File: src/rtl/xy_route_demux.sv
// xy_route_demux: router input-side splitter (1-to-N).
//   Takes one AXI-Stream-style flit stream and decodes each routing header flit.
//   It computes the XY-routed output port from this router's coordinates and
//   locks that port for the header plus the announced number of body flits.
//
// Ports:
//   clk, rst_n                       clock, asynchronous active-low reset
//   cur_x, cur_y                     this router's mesh coordinates (static)
//   in_tdata/tid/tdest/tuser         input flit fields
//   in_valid / in_ready              input handshake
//   out_tdata/tid/tdest/tuser        flit fields broadcast to every port
//   out_valid / out_ready            per-port handshake
//   cur_port                         selected (header cycle) or locked port
//   busy                             packet body in progress
//   drop_pulse                       orphan flit discarded this cycle
//   perf_clear / perf_flits          per-port transfer counters
//
// Optional feature macro: DEMUX_PERF_COUNTERS_EN enables the per-port counters.
//   When it is undefined, perf_flits reads 0 and perf_clear is ignored.
module xy_route_demux #(
  parameter int unsigned DATA_WIDTH     = 32,
  parameter int unsigned ID_WIDTH       = 4,
  parameter int unsigned DEST_WIDTH     = 4,
  parameter int unsigned USER_WIDTH     = 4,
  parameter int unsigned CHANNEL_NUMBER = 5,
  parameter int unsigned MAX_ROUTERS_X  = 4,
  parameter int unsigned MAX_ROUTERS_Y  = 4,
  parameter int unsigned ROUTING_HEADER = 4'hF,
  localparam int unsigned XW = $clog2(MAX_ROUTERS_X),
  localparam int unsigned YW = $clog2(MAX_ROUTERS_Y),
  localparam int unsigned PW = $clog2(CHANNEL_NUMBER)
) (
  input  logic                                 clk,
  input  logic                                 rst_n,
  input  logic [XW-1:0]                        cur_x,
  input  logic [YW-1:0]                        cur_y,
  input  logic [DATA_WIDTH-1:0]                in_tdata,
  input  logic [ID_WIDTH-1:0]                  in_tid,
  input  logic [DEST_WIDTH-1:0]                in_tdest,
  input  logic [USER_WIDTH-1:0]                in_tuser,
  input  logic                                 in_valid,
  output logic                                 in_ready,
  output logic [DATA_WIDTH-1:0]                out_tdata,
  output logic [ID_WIDTH-1:0]                  out_tid,
  output logic [DEST_WIDTH-1:0]                out_tdest,
  output logic [USER_WIDTH-1:0]                out_tuser,
  output logic [CHANNEL_NUMBER-1:0]            out_valid,
  input  logic [CHANNEL_NUMBER-1:0]            out_ready,
  output logic [PW-1:0]                        cur_port,
  output logic                                 busy,
  output logic                                 drop_pulse,
  input  logic                                 perf_clear,
  output logic [CHANNEL_NUMBER-1:0][31:0]      perf_flits
);

  localparam int unsigned W = XW + YW;

  if (DATA_WIDTH < 2 * W + 8) begin : g_width_check
    $error("xy_route_demux: DATA_WIDTH too small for routing header");
  end

  localparam logic [PW-1:0] P_LOCAL = PW'(0);
  localparam logic [PW-1:0] P_NORTH = PW'(1);
  localparam logic [PW-1:0] P_SOUTH = PW'(2);
  localparam logic [PW-1:0] P_EAST  = PW'(3);
  localparam logic [PW-1:0] P_WEST  = PW'(4);

  typedef enum logic {IDLE, BODY} state_t;

  state_t        state_q, state_d;
  logic [PW-1:0] lock_port_q, lock_port_d;
  logic [7:0]    remaining_q, remaining_d;

  logic [XW-1:0] tgt_x;
  logic [YW-1:0] tgt_y;
  logic [7:0]    hdr_count;
  logic          is_hdr;
  logic [PW-1:0] route_port;

  assign out_tdata = in_tdata;
  assign out_tid   = in_tid;
  assign out_tdest = in_tdest;
  assign out_tuser = in_tuser;

  assign tgt_y     = in_tdata[YW-1:0];
  assign tgt_x     = in_tdata[W-1:YW];
  assign hdr_count = in_tdata[2*W+7:2*W];
  assign is_hdr    = (in_tid == ID_WIDTH'(ROUTING_HEADER));
  assign busy      = (state_q == BODY);

  // XY routing: resolve the column first, then the row.
  always_comb begin
    route_port = P_LOCAL;
    if (tgt_x > cur_x)      route_port = P_EAST;
    else if (tgt_x < cur_x) route_port = P_WEST;
    else if (tgt_y > cur_y) route_port = P_SOUTH;
    else if (tgt_y < cur_y) route_port = P_NORTH;
  end

  always_comb begin
    out_valid   = '0;
    in_ready    = 1'b0;
    cur_port    = lock_port_q;
    drop_pulse  = 1'b0;
    state_d     = state_q;
    lock_port_d = lock_port_q;
    remaining_d = remaining_q;
    case (state_q)
      IDLE: begin
        if (in_valid) begin
          if (is_hdr) begin
            out_valid[route_port] = 1'b1;
            in_ready              = out_ready[route_port];
            cur_port              = route_port;
            if (out_ready[route_port]) begin
              lock_port_d = route_port;
              remaining_d = hdr_count;
              state_d     = (hdr_count == 8'd0) ? IDLE : BODY;
            end
          end else begin
            // Orphan flit: swallow it so the upstream is never blocked.
            in_ready   = 1'b1;
            drop_pulse = 1'b1;
          end
        end
      end
      BODY: begin
        // Any TID is payload here, including the header value.
        out_valid[lock_port_q] = in_valid;
        in_ready               = out_ready[lock_port_q];
        if (in_valid && out_ready[lock_port_q]) begin
          remaining_d = remaining_q - 8'd1;
          if (remaining_q == 8'd1) state_d = IDLE;
        end
      end
    endcase
  end

  always_ff @(posedge clk or negedge rst_n) begin
    if (!rst_n) begin
      state_q     <= IDLE;
      lock_port_q <= '0;
      remaining_q <= '0;
    end else begin
      state_q     <= state_d;
      lock_port_q <= lock_port_d;
      remaining_q <= remaining_d;
    end
  end

`ifdef DEMUX_PERF_COUNTERS_EN
  logic [CHANNEL_NUMBER-1:0][31:0] perf_q, perf_d;

  always_comb begin
    perf_d = perf_q;
    for (int unsigned i = 0; i < CHANNEL_NUMBER; i++) begin
      if (perf_clear) perf_d[i] = '0;
      else if (out_valid[i] && out_ready[i]) perf_d[i] = perf_q[i] + 32'd1;
    end
  end

  always_ff @(posedge clk or negedge rst_n) begin
    if (!rst_n) perf_q <= '0;
    else        perf_q <= perf_d;
  end

  assign perf_flits = perf_q;
`else
  logic perf_unused;
  assign perf_unused = perf_clear;
  assign perf_flits  = '0;
`endif

endmodule

File: config.mk
export PLATFORM = sky130hd
export DESIGN_NAME = xy_route_demux
export DESIGN_NICKNAME = d
export VERILOG_FILES = /design/src/rtl/xy_route_demux.sv
export SDC_FILE = /design/constraint.sdc
export NUM_CORES = 1
export LEC_CHECK = 0
export ABC_AREA = 1
export BUFFER_PORTS_ARGS = -buffer_cell sky130_fd_sc_hd__buf_2
export CORE_AREA = 2 2 105 107
export DETAILED_ROUTE_END_ITERATION = 6
export DIE_AREA = 0 0 107 109
export HOLD_SLACK_MARGIN = 0.02
export SYNTH_ARGS = -nofsm -noshare
export SYNTH_HDL_FRONTEND = slang
export SYNTH_SLANG_ARGS = --single-unit
File: constraint.sdc
create_clock -name clk -period 1.7 [get_ports clk]
set_input_delay 0.34 -clock clk [delete_from_list [all_inputs] [get_ports clk]]
set_output_delay 0.34 -clock clk [all_outputs]
set_load 0.05 [all_outputs]
== After elaboration in Yosys (flattened, before gate mapping) ==
Index checks and enable logic that the tools add are counted.
Widths: inputs -> output; s select.
Storage, ports and cells
  flip-flop bits (word level): 12
  latch bits: 0
  RAM bits: 0
  ROM bits: 0
  input port bits: 57
  memories kept: 0
Operators by class
  $add $sub $neg: 1
  multiply operators: 0
  divide/modulo/power cells: 0
  magnitude comparators: 8
  eq/ne operators: 6
  shifts and indexed selects: 0
  multiplexer cells: 36
  bitwise gates (word level): 2
  reduce and logical (&&, ||, !) cells: 6
Operators with widths (count)
  $mux 8: 4
  $mux 1: 16
  $pmux 8 s2: 1
  $mux 3: 5
  $mux 5: 2
  $pmux 5 s2: 1
  $eq 8x1->1 const B: 1
  $logic_not 8->1: 1
  $lt 3x4->1 const B: 2
  $reduce_and 4->1: 2
  $sub 8x1->8 const B: 1
  $bmux 1 s3: 2
  $demux 1 s3: 2
  $ge 3x1->1 const B: 2
  $ne 2x2->1 const B: 3
  $and 5x5->5: 1
  $eq 4x4->1 const B: 1
  $gt 2x2->1: 2
  $lt 2x2->1: 2
  $pmux 1 s2: 2
  $logic_and 1x1->1: 3
  $mux 2: 1
  $ne 2x1->1 const B: 1
  $not 1->1: 1

== Depth between registers and ports, before layout ==
Gate-level depths: netlist (run 1).
  depth after elaboration: 12
  mapped depth: 15
  depth with buffers taken out: 15

== Worst setup path before layout (run 1) ==
No wires, ideal clock.
  path type: reg2out
  start: reg state_q (netlist: busy)
  end: out out_valid[1]
  arrival time: 2.345 ns
  data required time: 1.360 ns
  path slack: -0.985 ns
  cell stages (with the launch flop): 6
  path buffers: 0
  cells stage by stage: dfrtp_1 -> inv_2 -> nand2_1 -> nor2_4 -> inv_1 -> o31ai_1
On the way
  cells in the longest elaborated chain, start to end: 2
Ends and longest elaborated chain
  from (decl): RTL line 70  | state_t state_q, state_d;
  from (signal assigned): RTL line 145  | state_q <= state_d;
  $not 1->1
  $pmux 5 s2 *: RTL line 108  | case (state_q)
  to (decl): RTL line 47  | output logic [CHANNEL_NUMBER-1:0] out_valid,
Mark *: on every way between the ends. The rest lies on a longest branch, timed or not.

== Worst setup path after layout (run 1) ==
  start: in cur_x[1]
  end: out out_valid[1]
On the way
  cells in the longest elaborated chain, start to end: 10
  elaborated cells between the ends (all ways): 12
  those cells by class: order compare: 4; mux: 7; reduce/logical: 1
Ends and longest elaborated chain
  from (decl): RTL line 35  | input logic [XW-1:0] cur_x,
  $lt 2x2->1: RTL line 95  | else if (tgt_x < cur_x) route_port = P_WEST;
  $mux 3: RTL line 95
  $mux 3 *: RTL line 94  | if (tgt_x > cur_x) route_port = P_EAST;
  $lt 3x4->1 (not written as such) or $ge 3x1->1 (tied branches): RTL line 112  | out_valid[route_port] = 1'b1;
  $logic_and 1x1->1 (not written as such): RTL line 112
  $mux 1 (not written as such): RTL line 112
  $demux 1 s3 *: RTL line 112
  $mux 5 *: RTL line 111  | if (is_hdr) begin
  $mux 5 *: RTL line 110  | if (in_valid) begin
  $pmux 5 s2 *: RTL line 108
Marked as above.

==> results.md, run 1 <==
- RSZ-0062 raised after global routing: yes
- Vias: 1882
- P_leak: 1.659 nW
- Post-synth ARST share: 1.000
- Synth area leader: buf_4
- Largest net degree at the start of global routing: 14
- Core Box Area: 10600 sq um
- H-tree levels: 1
- Yosys cell types: 27
- Initial antenna violation count: 0
- Worst hold margin: 0.4235 ns
- Most numerous cell on the critical path: buf_6
- Finished Core Util: 0.2727
- Register bit total from synthesis: 12
- Placed cells: 552
- CP required: 1.36 ns
- Period minus WS final: 1.914 ns
- Worst Setup End Kind: output port
- Synth top area share: 0.5574
- Commonest register cell after synthesis: dfrtp_1
- Syn_area_per_cell: 7.118 sq um
- Final Cycle Share: 1.126
- Peak Freq: 522.6 MHz
- Initial DRC Count: 45
- VDD IR max: 0.5805 mV
- Sink Count: 12
- Worst path max stage delay: 0.27 ns
- CTS root buffer: clkbuf_8
- Fin. max-slew vios: 0
- Crit-path cells: buf_6, inv_4, ha_4, nand2_2, nand2_4, nand2_4, buf_6, buf_4, o31ai_4, buf_6
- Non-Filler Instances: 567
- Chip height: 109 um
- Crit-path slowest cell: ha_4
- CP delay by family, top: buffers and inverters
- Number of synthesized flops with an enable pin: 0
- Wire per inst: 8.894 um
- # rows: 38
- Post-synth top cells: buf_4 (204), nand2_1 (46), inv_1 (28)
- Final setup violation count: 9
- Register area share after synthesis: 0.1093
- Routed wire length: 5043 um
- Worst-skew pair later-pin latency: 0.24 ns
- Data arrival, critical path: 1.57 ns
- Final HPWL from detailed placement: 4192 um
- PwrDens: 1161 nW/um^2
- Fin nets: 491
- Worst Reg2Reg Path Length in Cells: 8
- Violated checks: setup timing
- Die area: 11660 sq um
- Routability cong.: 0.8346
- CP Buf/Inv Count: 5
- Drt first pass iters: 4
- Starting Density: 0.2591
- Synth area leaders: buf_4 (56%), dfrtp_1 (11%), nand2_1 (6.3%), inv_1 (3.8%), nand3_1 (3.3%)
- Hold Crit Start: in_tdata[12]
- Area grow syn2layout: 5.237%
- First-pass GRT wire length: 7231 um
- All-Layer GR Usage: 0.07726
- Vias per inst: 3.319
- Min-Delay Endpoint: busy
- WS Path Type: primary input to output port
- Congestion Overflow GR: 0
- Post-place setup slack: -0.4012 ns
- Setup ws final: -0.2135 ns
- Detail Route Antenna Nets: 0
- CTS Buffer Depth: 2
- CTS Buf Count: 3
- CTS tree: built
- Number of global-route vias before repair: 1545
- Flop-to-flop setup slack: 0.18 ns
- Outcome: finished with violations
- HP Class: primary input to flip-flop
- Hold Path Depth: 3
- IO buf count: 54
- Total power: 3.357 mW
- Inserted Diodes: 0
- Synthesized area: 2748 sq um
- Crit path launch type: primary input
- Share of layout cells above drive strength 1: 0.3489
- Clock transition at path regs: 0.05 ns
- Drc violations: 0
- RR Endpoint: remaining_q[1]
- IO Count: 272
- Cells after Synth: 386
- DIE WIDTH: 107 um
- Crit-path max FO: 7
- MaxCap Viol Count: 0
- Final hold violation count: 0
- Ys Warns: 0
- Worst clock skew: 0.001744 ns
- Top-count cell post-synth: buf_4
- R2R Path Start: lock_port_q[1]
logic make-up (layout without fill, tap and decap cells):
kind of cell,after synthesis,count (layout),synth area share
flops,12,12,0.1093
simple gates,103,103,0.1958
buf+inv,237,119,0.6084
other cells,1,160,0.001365
compound gates,27,27,0.05783
fa+ha+maj,6,6,0.02732
state kept, by name (all words and copies together), names as in the netlist:
name / flops
remaining_q: 8
lock_port_q: 3
busy: 1
per-stage QoR:
| stage | instance area [sq um] | setup TNS [ns] |
|---|---|---|
| after global placement | 2505 | -3.419 |
| final | 2892 | -1.270 |
| after CTS | 2791 | -1.327 |
| after floorplan | 3430 | -1.015 |
| after detailed placement | 2505 | -3.582 |
| after global routing | 2892 | -1.740 |
worst max-delay path by stage:
stage,startpoint,to,slack (ns),depth (start not counted)
6_report,cur_x[1],out_valid[1],-0.21,10
5_1_grt,cur_y[1],in_ready,-0.29,14
4_1_cts,in_tdata[1],in_ready,-0.21,13
3_5_place_dp,cur_x[1],in_ready,-0.40,13
3_3_place_gp,in_tdata[1],in_ready,-0.39,13
2_1_floorplan,busy,out_valid[2],-0.18,5
repair_timing:
action | CTS | global route
buffers inserted | 5 | 5
hold buffers | 1 | 0
pin swaps | 12 | 4
resized for setup | 45 | 16
endpoints found under the setup margin | 9 | 10
hold endpoints to repair | 12 | 0
worst min-delay path, delay by kind of cell:
family,cells,cell delay [ns]
AO/OA/AOI/OAI,1,0.12
buffers and inverters,1,0.11
AND/OR/NAND/NOR,1,0.07
layer usage:
layer  share of wire  routed length, um  GRT usage  vias up
li1                -                  -          -      923
met1            0.38               1901    0.09265      814
met2            0.50               2503     0.1338      127
met3           0.099                497    0.02092       18
met4           0.028                141    0.02597        0
met5               0                  0          0        -
cell usage in the layout, fill, tap and decap left out, types with 8 or more instances in the layout:
cell | Yosys | final
nand3_2 | 8 | 13
nand3_1 | 18 | 12
nand2_4 | 5 | 13
o21ai_0 | 15 | 12
buf_2 | 0 | 40
nor2_1 | 10 | 8
dfrtp_1 | 12 | 11
nand2_1 | 46 | 36
buf_4 | 204 | 23
buf_6 | 0 | 14
conb_1 | 1 | 160
inv_1 | 28 | 22
power by group:
group          internal, mW  total [mW]  leakage (nW)  switching (mW)
sequential            0.403       0.534         0.152           0.131
clock                 0.205       0.314        0.0288           0.109
combinational         0.698        2.51          1.48            1.81
total                  1.31        3.36          1.66            2.05
final cells by class:
type                            instances  area, sq um
Fill cell                            1188         7711
Multi-Input combinational cell        296         1583
Timing Repair Buffer                   84        645.6
Sequential cell                        12        301.5
Tap cell                              140        175.2
Inverter                               31        131.4
Clock buffer                            4        55.05
Power figures use the tool's default switching activity.
==> run 2, diff against run 1 <==
TNS_END_PERCENT = 1   (was unset)
clock period = 1.62 ns   (was 1.7 ns; I/O delays follow)
==> results.md, run 2 (same netlist as run 1, synthesis figures left out) <==
- Initial antenna violation count: 0 (unchanged)
- Data arrival, critical path: 1.54 ns (-0.03 ns)
- Worst-skew pair later-pin latency: 0.24 ns (about the same)
- Placed cells: 564 (+2.2%)
- Drc violations: 0 (unchanged)
- MaxCap Viol Count: 0 (unchanged)
- Outcome: finished with violations
- Starting Density: 0.2591 (unchanged)
- DIE WIDTH: 107 um (unchanged)
- Final Cycle Share: 1.152
- CTS root buffer: clkbuf_8
- Final std cell area, no fill: 2970 sq um (+2.7%)
- Peak Freq: 535.9 MHz
- Congestion Overflow GR: 0 (unchanged)
- Worst Reg2Reg Path Length in Cells: 8 (unchanged)
- CTS Buffer Depth: 2 (unchanged)
- # rows: 38 (unchanged)
- Initial DRC Count: 95 (+110%)
- Violated checks: setup timing
- Chip height: 109 um (unchanged)
- Placed cell area: 2567 sq um (+2.5%)
- Most common cell after layout, fill and taps aside: conb_1
- CP required: 1.30 ns (-0.06 ns)
- Fin. max-slew vios: 0 (unchanged)
- Share of layout cells above drive strength 1: 0.3630 (+0.01407)
- Final setup violation count: 10 (+1)
- All-Layer GR Usage: 0.07916 (+0.001897)
- Vias per inst: 3.356 (+1.1%)
- VDD IR max: 0.5081 mV (-12%)
- Routability cong.: 0.7940 (-4.9%)
- Area grow syn2layout: 8.106%
- Worst setup path endpoint: in_ready
- Clock transition at path regs: 0.06 ns (about the same)
- Wire per inst: 8.668 um (-2.5%)
- Crit-path max FO: 5 (-2)
- HP Class: primary input to flip-flop
- CTS Buf Count: 3 (unchanged)
- Vias: 1940 (+3.1%)
- Final hold violation count: 0 (unchanged)
- Inserted Diodes: 0 (unchanged)
- PwrDens: 1208 nW/um^2 (+4.1%)
- Number of global-route vias before repair: 1568 (+1.5%)
- R2R Path Start: lock_port_q[0]
- IO buf count: 54 (unchanged)
- Routed wire length: 5010 um (-0.65%)
- Fin nets: 502 (+2.2%)
- Worst hold margin: 0.4142 ns (-0.009316 ns)
- P_leak: 1.699 nW (+2.4%)
- Flop-to-flop setup slack: 0.05 ns (-0.13 ns)
- Commonest non-fill, non-tap cells in the layout: conb_1 (160), buf_2 (38), buf_4 (38), nand2_1 (37), inv_1 (23)
- Worst clock skew: 0.004596 ns (+0.002852 ns)
- Period minus WS final: 1.866 ns
- First-pass GRT wire length: 7383 um (+2.1%)
- Post-place setup slack: -0.4386 ns (-0.03742 ns)
- RSZ-0062 raised after global routing: yes
- Total power: 3.589 mW (+6.9%)
- WS Path Type: flip-flop to output port
- IO Count: 272 (unchanged)
- Sink Count: 12 (unchanged)
- Non-Filler Instances: 578 (+1.9%)
- Largest net degree at the start of global routing: 13 (-1)
- Setup ws final: -0.2459 ns (-0.03236 ns)
- Final HPWL from detailed placement: 4083 um (-2.6%)
- H-tree levels: 1 (unchanged)
- RR Endpoint: remaining_q[1]
- Core Box Area: 10600 sq um (unchanged)
- Crit path launch type: flip-flop
- Crit. Startpoint: lock_port_q[0]
- Worst Setup End Kind: output port
- Drt first pass iters: 4 (unchanged)
- Largest register FFs: 8 (unchanged)
- Reg with most FFs: remaining_q
- Detail Route Antenna Nets: 0 (unchanged)
- Die area: 11660 sq um (unchanged)
- CTS tree: built
==> run 2: how the worst min path moves through the flow <==
stage	slack [ns]	cells after the start	end	from
2_1_floorplan	0.03	0	busy	rst_n
3_3_place_gp	0.24	1	remaining_q[2]	rst_n
3_5_place_dp	0.24	1	remaining_q[2]	rst_n
4_1_cts	0.42	5	remaining_q[0]	in_tdata[8]
5_1_grt	0.46	3	busy	in_tdata[13]
6_report	0.41	5	remaining_q[0]	in_tdata[8]
==> run 2: critical path, stage by stage, from the launching register on <==
cell      delay (ns)
dfrtp_1         0.43
buf_4           0.16
o21ai_1         0.16
o221ai_2        0.15
a21oi_2         0.17
nand2_2         0.07
buf_8           0.15
==> run 2: power by group <==
part	internal, mW	switching, mW	total [mW]	leakage, nW
logic	0.784	1.92	2.70	1.52
registers	0.423	0.128	0.551	0.152
clock network	0.215	0.122	0.337	0.0288
total	1.42	2.17	3.59	1.70
==> run 2: timing repair <==
action	in CTS	in global routing
hold buffers	1	0
cloned	0	0
buffers inserted	6	3
resized for setup	47	19
endpoints found under the setup margin	20	20
pin swaps	14	13
endpoints found under the hold margin	12	0
==> run 2: cell type report <==
cell class	count	area, sq um
multi-input cells	296	1607
inverters	31	123.9
clock buffers	4	55.05
well taps	140	175.2
repair buffers	95	708.2
flip-flops and latches	12	301.5
fillers	1162	7632
==> run 2: per-layer routing <==
metal	track usage	vias up	wire, um
met5	0	-	0
met4	0.04731	0	194
met3	0.01494	18	473
met2	0.1415	139	2536
met1	0.08727	840	1806
li1	-	943	-
==> run 2: through the flow <==
stage / util / setup TNS, ns
after floorplan: - / -1.834
after global placement: 0.2422 / -6.367
after detailed placement: 0.2422 / -6.440
after CTS: 0.2692 / -1.952
after global routing: 0.2802 / -3.087
final: 0.2802 / -1.924
